**config.mk**
```make
export PLATFORM = sky130hd
export DESIGN_NAME = br_resolve_unit
export DESIGN_NICKNAME = d
export VERILOG_FILES = /design/src/rtl/cpu_defs.sv /design/src/rtl/br_cond_eval.sv /design/src/rtl/br_resolve_unit.sv
export SDC_FILE = /design/constraint.sdc
export NUM_CORES = 1
export LEC_CHECK = 0
export BUFFER_PORTS_ARGS = -buffer_cell sky130_fd_sc_hd__buf_2
export CORE_AREA = 2 2 130 132
export DETAILED_ROUTE_END_ITERATION = 12
export DIE_AREA = 0 0 132 134
export GPL_ROUTABILITY_DRIVEN = 1
export PLACE_DENSITY = 0.88
export SYNTH_ARGS = -nofsm -noshare
export SYNTH_HDL_FRONTEND = slang
export SYNTH_SLANG_ARGS = --single-unit
```
**constraint.sdc**
```tcl
create_clock -name clk -period 13.4 [get_ports clk]
set_input_delay 2.01 -clock clk [delete_from_list [all_inputs] [get_ports clk]]
set_output_delay 2.01 -clock clk [all_outputs]
set_load 0.01 [all_outputs]
```
**src/rtl/cpu_defs.sv**
```systemverilog
// Shared CPU definitions: branch-resolution record, branch condition encoding and
// instruction size.
package cpu_defs;

    localparam int unsigned INST_BYTES = 4;

    typedef enum logic [2:0] {
        BrEq  = 3'd0,
        BrNe  = 3'd1,
        BrLt  = 3'd2,
        BrGe  = 3'd3,
        BrLtu = 3'd4,
        BrGeu = 3'd5
    } br_op_t;

    typedef struct packed {
        logic        valid;
        logic        taken;
        logic [31:0] pc;
        logic [31:0] target;
    } br_resolved_t;

    typedef enum logic {
        StIdle = 1'b0,
        StPend = 1'b1
    } br_state_t;

endpackage

```
**src/rtl/br_cond_eval.sv**
```systemverilog
// Combinational branch condition evaluator; unused encodings resolve as never-taken.
module br_cond_eval
    import cpu_defs::*;
(
    input  logic [2:0]  br_op,
    input  logic [31:0] rj,
    input  logic [31:0] rd,
    output logic        taken
);

    br_op_t op;
    assign op = br_op_t'(br_op);

    always_comb begin
        taken = 1'b0;
        case (op)
            BrEq:    taken = (rj == rd);
            BrNe:    taken = (rj != rd);
            BrLt:    taken = ($signed(rj) < $signed(rd));
            BrGe:    taken = ($signed(rj) >= $signed(rd));
            BrLtu:   taken = (rj < rd);
            BrGeu:   taken = (rj >= rd);
            default: taken = 1'b0;
        endcase
    end

endmodule

```
**src/rtl/br_resolve_unit.sv**
```systemverilog
// EX-stage branch resolution: produces the predictor training record, a held redirect
// to fetch on mispredict, a one-cycle younger-stage flush and performance counters.
module br_resolve_unit
    import cpu_defs::*;
#(
    parameter int unsigned PERF_WID = 32,
    parameter bit          PERF_EN  = 1'b1
) (
    input  logic                clk,
    input  logic                rst,
    input  logic                ex_valid,
    input  logic                ex_is_br,
    input  logic                ex_is_jump,
    input  logic [2:0]          ex_br_op,
    input  logic [31:0]         ex_rj,
    input  logic [31:0]         ex_rd,
    input  logic [31:0]         ex_pc,
    input  logic [31:0]         ex_target,
    input  logic                ex_pred_taken,
    input  logic [31:0]         ex_pred_npc,
    input  logic                ex_stall_in,
    output br_resolved_t        resolved_out,
    output logic                redirect_valid,
    output logic [31:0]         redirect_pc,
    input  logic                redirect_ready,
    output logic                flush_younger,
    output logic                ex_hold,
    output logic [PERF_WID-1:0] perf_br_cnt,
    output logic [PERF_WID-1:0] perf_mis_cnt
);

    br_state_t    state_q;
    br_resolved_t resolved_q;
    logic         redirect_valid_q;
    logic [31:0]  redirect_pc_q;
    logic         flush_q;

    logic        cond_taken;
    logic        fire;
    logic        taken;
    logic        mispredict;
    logic [31:0] actual_npc;

    br_cond_eval u_cond (
        .br_op (ex_br_op),
        .rj    (ex_rj),
        .rd    (ex_rd),
        .taken (cond_taken)
    );

    assign ex_hold    = (state_q == StPend);
    assign fire       = ex_valid & (ex_is_br | ex_is_jump) & ~ex_stall_in & ~ex_hold;
    assign taken      = ex_is_jump | (ex_is_br & cond_taken);
    assign actual_npc = taken ? ex_target : (ex_pc + 32'(INST_BYTES));
    // A taken prediction is only correct if fetch also steered to the right target.
    assign mispredict = (taken != ex_pred_taken) | (taken & (ex_pred_npc != ex_target));

    always_ff @(posedge clk or posedge rst) begin
        if (rst) begin
            state_q          <= StIdle;
            resolved_q       <= '0;
            redirect_valid_q <= 1'b0;
            redirect_pc_q    <= '0;
            flush_q          <= 1'b0;
        end else begin
            resolved_q.valid  <= fire;
            resolved_q.taken  <= taken;
            resolved_q.pc     <= ex_pc;
            resolved_q.target <= ex_target;
            flush_q           <= 1'b0;
            unique case (state_q)
                StIdle: begin
                    if (fire && mispredict) begin
                        state_q          <= StPend;
                        redirect_valid_q <= 1'b1;
                        redirect_pc_q    <= actual_npc;
                        flush_q          <= 1'b1;
                    end
                end
                StPend: begin
                    if (redirect_ready) begin
                        state_q          <= StIdle;
                        redirect_valid_q <= 1'b0;
                    end
                end
                default: state_q <= StIdle;
            endcase
        end
    end

    assign resolved_out   = resolved_q;
    assign redirect_valid = redirect_valid_q;
    assign redirect_pc    = redirect_pc_q;
    assign flush_younger  = flush_q;

    generate
        if (PERF_EN) begin : g_perf
            localparam logic [PERF_WID-1:0] One = {{(PERF_WID-1){1'b0}}, 1'b1};
            logic [PERF_WID-1:0] br_cnt_q;
            logic [PERF_WID-1:0] mis_cnt_q;

            always_ff @(posedge clk or posedge rst) begin
                if (rst) begin
                    br_cnt_q  <= '0;
                    mis_cnt_q <= '0;
                end else begin
                    if (fire) begin
                        br_cnt_q <= br_cnt_q + One;
                    end
                    if (fire && mispredict) begin
                        mis_cnt_q <= mis_cnt_q + One;
                    end
                end
            end

            assign perf_br_cnt  = br_cnt_q;
            assign perf_mis_cnt = mis_cnt_q;
        end else begin : g_no_perf
            assign perf_br_cnt  = '0;
            assign perf_mis_cnt = '0;
        end
    endgenerate

endmodule

```
* Yosys cells after proc, flatten, opt, wreduce, memory -nomap -nowiden
Index checks and enable logic that the tools add are counted.
Storage, ports and cells: flip-flop bits (word level) 165, bits of input ports 171, output and inout port bits 165, logic and storage cells 51
Cells by class: order comparisons 4, reduce and logical (&&, ||, !) cells 4, $add $sub $neg 3, mux-type cells 9, eq/ne operators 11, bitwise logic cells 10
Operator list (number):
- adder 32 x 1 -> 32 bit (second input constant) | 2
- greater-or-equal comparator 32 bit | 2
- < comparator 32 bit | 2
- != test 32 bit | 2
- adder 32 x 3 -> 32 bit (second input constant) | 1
- equality test 32 bit | 1
- 2-to-1 mux 32 bit | 1
- equality test 3 x 2 -> 1 bit (second input constant) | 2
- equality test 3 bit (second input constant) | 2
- one-hot mux 1 bit (6 select lines) | 1
- AND 1 bit | 5
- 2-to-1 mux 1 bit | 5
- one-hot mux 1 bit (2 select lines) | 2
- AND reduction 2 bit | 2
- equality test 3 x 1 -> 1 bit (second input constant) | 1
- logical NOT 3 bit | 1
- OR 1 bit | 3
- != test 2 x 1 -> 1 bit (second input constant) | 1
- != test 2 bit (second input constant) | 1
- inverter 1 bit | 2
- logical AND 1 bit | 1
- != test 1 bit | 1

* Logic depth before layout (Yosys ltp)
word-level depth 9, mapped depth 14, gate-level depth less buffers 11

* Hierarchy
Synthesis repeated with hierarchy kept, for this count alone.
Unflattened totals: cells, all modules 747, area total of the unflattened synthesis 8109.0 um^2
Modules (own cells, without submodules):
- br_resolve_unit | cells an instance 624, seq. area each 4129.0 um^2, area each 7198.2 um^2, times used 1
- br_cond_eval | cells an instance 123, seq. area each 0.0 um^2, area each 910.9 um^2, times used 1

* Worst setup path after synthesis
No wires, ideal clock.
path kind input-to-reg, start input ex_rd[31], end register redirect_pc_q[12], in the netlist redirect_pc[12], path slack 9049 ps, stages on the path 12, buffers on the path 3, setup time 125 ps, required time 13275 ps, arrival 4225 ps, cell sequence inv_1 > ha_1 > o311ai_0 > o21ai_1 > a221oi_2 > inv_1 > a31o_1 > buf_6 > o211a_1 > buf_6 > buf_6 > mux2_4
Between the ends: word-level cells in the longest chain between the ends 8, elaborated cells on any way between the ends 15, classes of those cells order compare (4); eq/ne (3); mux (2); bitwise (4); reduce/logical (2)
RTL lines:
- start, declared | line br_resolve_unit.sv:16 | input logic [31:0] ex_rd,
- greater-or-equal comparator 32 bit (tied with other cells) | line br_cond_eval.sv:22 | BrGeu: taken = (rj >= rd);
- one-hot mux 1 bit (6 select lines) * | line br_cond_eval.sv:16 | case (op)
- AND 1 bit * | line br_resolve_unit.sv:53 | assign taken = ex_is_jump | (ex_is_br & cond_taken);
- OR 1 bit * | line br_resolve_unit.sv:53
- != test 1 bit or AND 1 bit (tied branches) | line br_resolve_unit.sv:56 | assign mispredict = (taken != ex_pred_taken) | (taken & (ex_pred_npc != ex_target));
- OR 1 bit | line br_resolve_unit.sv:56
- logical AND 1 bit | line br_resolve_unit.sv:73 | if (fire && mispredict) begin
- AND reduction 2 bit (no line)
- end signal, assigned | line br_resolve_unit.sv:76 | redirect_pc_q <= actual_npc;
- end, declared | line br_resolve_unit.sv:35 | logic [31:0] redirect_pc_q;
Mark *: on every way between the ends. The rest lies on a longest branch, timed or not. A chain may end at the register's enable or synchronous reset.

* Worst setup path in the final report
start input ex_rj[7], end register g_perf.mis_cnt_q[30], in the netlist perf_mis_cnt[30]
Between the ends: word-level cells in the longest chain between the ends 7, elaborated cells on any way between the ends 13, classes of those cells order compare (4); eq/ne (3); mux (1); bitwise (4); reduce/logical (1)
RTL lines:
- start, declared | line br_resolve_unit.sv:15 | input logic [31:0] ex_rj,
- greater-or-equal comparator 32 bit (tied with other cells) | line br_cond_eval.sv:22
- one-hot mux 1 bit (6 select lines) * | line br_cond_eval.sv:16
- AND 1 bit * | line br_resolve_unit.sv:53
- OR 1 bit * | line br_resolve_unit.sv:53
- != test 1 bit or AND 1 bit (tied branches) | line br_resolve_unit.sv:56
- OR 1 bit * | line br_resolve_unit.sv:56
- logical AND 1 bit * | line br_resolve_unit.sv:110 | if (fire && mispredict) begin
- end signal, assigned | line br_resolve_unit.sv:111 | mis_cnt_q <= mis_cnt_q + One;
- end, declared | line br_resolve_unit.sv:100 | logic [PERF_WID-1:0] mis_cnt_q;
Marked as above.

==> flow_metrics.py <==
metrics = {
    "detailed_routing": {
        "wl_per_cell_um": 18.2,
        "first_pass_iters": 5,
        "antenna_left": 0,
        "drc_errors": 0,
        "vias_per_cell": 5.26,
        "dr.first_iter.drc_count": 369,
        "routed_wl_um": 23200,
        "vias": 6723,
    },
    "timing": {
        "min_period_over_period_pct": 35.6,
        "skew_ps": 9.62,
        "slew_viol_final": 0,
        "tns_ps": 0,
        "final.setup.worst_slack_ps": 8630,
        "setup_viol": 0,
        "hold_violations": 0,
        "min_period_ps": 4770,
        "max_freq_mhz": 210,
        "hold_slack_ps": 470,
        "relSlewSlack_pct": 28.5,
        "worst-slew-pin-transition_ps": 1070,
        "rsz0062_at_grt": "no",
    },
    "clocking": {
        "clockBufferDepth": 2,
        "clk_latency_ps": 430,
        "root_buffer": "clkbuf_16",
        "cts_resized": 0,
        "cts_hold_buffers": 0,
        "post_cts_buffers": 0,
        "path_clk_slew_ps": 70,
        "cts.sinks": 165,
        "cts_made_buffers": 17,
        "cts_tree": "yes",
        "htreeDepth": 4,
    },
    "finish": {
        "final_layout_size_suffix_gt1_share_pct": 38.8,
        "final_nets": 1251,
        "final_area_sq_mm": 0.0105,
        "instances_no_fill": 1278,
        "area_growth_pct": 31.2,
        "n_antenna_cell": 0,
        "post-route-util_pct": 64.3,
    },
    "power_and_ir_drop": {
        "p_leak_nw": 5.37,
        "sw_frac_of_total_pct": 29.0,
        "p_comb_share_pct": 19.9,
        "p_switching_mw": 0.403,
        "seqPwrFrac_pct": 42.9,
        "p_per_area_mw_per_mm2": 133,
        "ir_drop_v": 0.0000818,
        "clock_power_share_pct": 37.2,
        "power_mw": 1.39,
        "p_int_mw": 0.986,
    },
    "yosys": {
        "syn_area_per_cell_sq_um": 11.3,
        "synthTopCellsByCount": "dfrtp_1, xnor2_1, xor2_1, nand2_1, nand3_1",
        "synth.most_common_cell": "dfrtp_1",
        "syn_nets": 913,
        "synthFlopType": "dfrtp_1",
        "ys_types": 51,
        "synth_edf_count": 0,
        "synthArstFlopShare_pct": 100,
        "synth_top_area_share_pct": 51.7,
        "synth_seq_cells": 165,
        "netlist_instances": 707,
        "ys_warn_count": 0,
        "synth_area_sq_mm": 0.00798,
        "synth_top_area_cell": "dfrtp_1",
        "ys_top_cells_by_area": "dfrtp_1, xnor2_1, xor2_1",
        "synth_seq_area_share_pct": 51.7,
    },
    "placed_design": {
        "routabilityCongestion": 0.962,
        "place_ws_ps": 8230,
        "dpl.cell_count": 1246,
        "place_area_sq_mm": 0.00985,
        "hpwlAfterDp_um": 17900,
        "portBuffers": 335,
    },
    "floorplan": {
        "die_h_um": 134,
        "start_util_pct": 49.0,
        "io_pins": 336,
        "die_x_um": 132,
        "die-area_sq_mm": 0.0177,
        "fp-row-count": 47,
        "core_sq_mm": 0.0163,
    },
    "worst_setup_path": {
        "arrival_ps": 5090,
        "worst_setup_path_end_kind": "flop",
        "reg2reg_depth": 7,
        "rr_endpoint": "perf_br_cnt[29]",
        "endpoint": "perf_mis_cnt[30]",
        "reg2reg_slack_ps": 10650,
        "startpoint": "ex_rj[7]",
        "crit_type": "primary input to flop",
        "r2r_start": "ex_hold",
        "cp.required_ps": 13710,
        "startpoint_type": "primary input",
        "crit_fanout": 71,
    },
    "global_routing": {
        "grt_max_degree": 89,
        "grt_pass1_wl_um": 35700,
        "grt_usage_pct": 26.1,
        "grt_pass1_vias": 6876,
        "grt-ovfl-total": 0,
        "antenna_found_initial": 1,
    },
    "run_status": {
        "status": "complete, no violations",
    },
    "hold_path": {
        "hp-class": "flop to flop",
    },
    "job": {
        "cap_violations": 0,
    },
}
==> cell families after synthesis <==
kind of cell             count (synthesis)  share of synthesized area (%)
buffers and inverters                   60                           3.36
AND/OR/NAND/NOR                        222                           14.8
XOR/XNOR                               123                           13.5
multiplexers                            33                           5.93
flip-flops                             165                           51.7
adder cells (fa/ha/maj)                 35                           5.49
AO/OA/AOI/OAI                           69                           5.17
==> final cells by class <==
type / count / area, sq um
clock buffers: 18 / 429
clock inverters: 14 / 189
flip-flops and latches: 165 / 4130
repair buffers: 337 / 1690
well taps: 220 / 275
multi-input cells: 482 / 3590
fillers: 1258 / 5820
inverters: 42 / 163
==> metal layers <==
metal  wire (um)  up-vias  track usage, %
li1            -     3119               -
met1        9040     3238            30.8
met2       11900      308            45.8
met3        1500       58            6.12
met4         785        0            10.7
met5           0        -               0
==> how the worst min path moves through the flow <==
stage / from / depth (start not counted) / end / slack, ps
floorplan: perf_br_cnt[31] / 1 / perf_br_cnt[31] / 510
global placement: perf_mis_cnt[31] / 1 / perf_mis_cnt[31] / 460
detailed placement: perf_mis_cnt[31] / 1 / perf_mis_cnt[31] / 460
CTS: perf_mis_cnt[31] / 1 / perf_mis_cnt[31] / 470
global route: perf_mis_cnt[31] / 1 / perf_mis_cnt[31] / 480
finish: perf_mis_cnt[31] / 1 / perf_mis_cnt[31] / 470
==> critical path, stage by stage <==
cell and delay, ps:
buf_2 120, ha_1 320, nand4_1 200, a211oi_1 280, o2111ai_1 130, and3_1 220, a21o_1 180, a32oi_1 210
o211a_4 860, nand3_1 270, xnor2_1 210
==> cell usage in the layout (no fill, tap or decap), types with 4 or more instances in the layout <==
cell,instances
a21oi_1,16
and4_1,5
and2_1,6
nor2_1,24
xor2_1,59
dfrtp_1,165
nand2_1,57
nor4_1,8
nor3_1,6
clkinvlp_4,4
mux2_4,28
xnor2_1,64
inv_1,41
clkbuf_16,17
nand4_1,36
nand3_1,43
and3_1,20
inv_6,5
buf_2,335
ha_1,35
o21ai_0,30
==> registers in the layout, summed over array words and instances, names as in the netlist <==
signal          flops
perf_mis_cnt       32
resolved_out       66
perf_br_cnt        32
ex_hold             1
flush_younger       1
redirect_valid      1
redirect_pc        32
==> power groups by stage <==
stage          clock (mW)  combinational (mW)  sequential, mW
2_1_floorplan           0               0.121           0.626
3_3_place_gp            0               0.268           0.600
3_5_place_dp            0               0.278           0.602
4_1_cts             0.522               0.279           0.596
5_1_grt             0.540               0.299           0.603
6_report            0.516               0.277           0.596
Power figures use the tool's default switching activity.
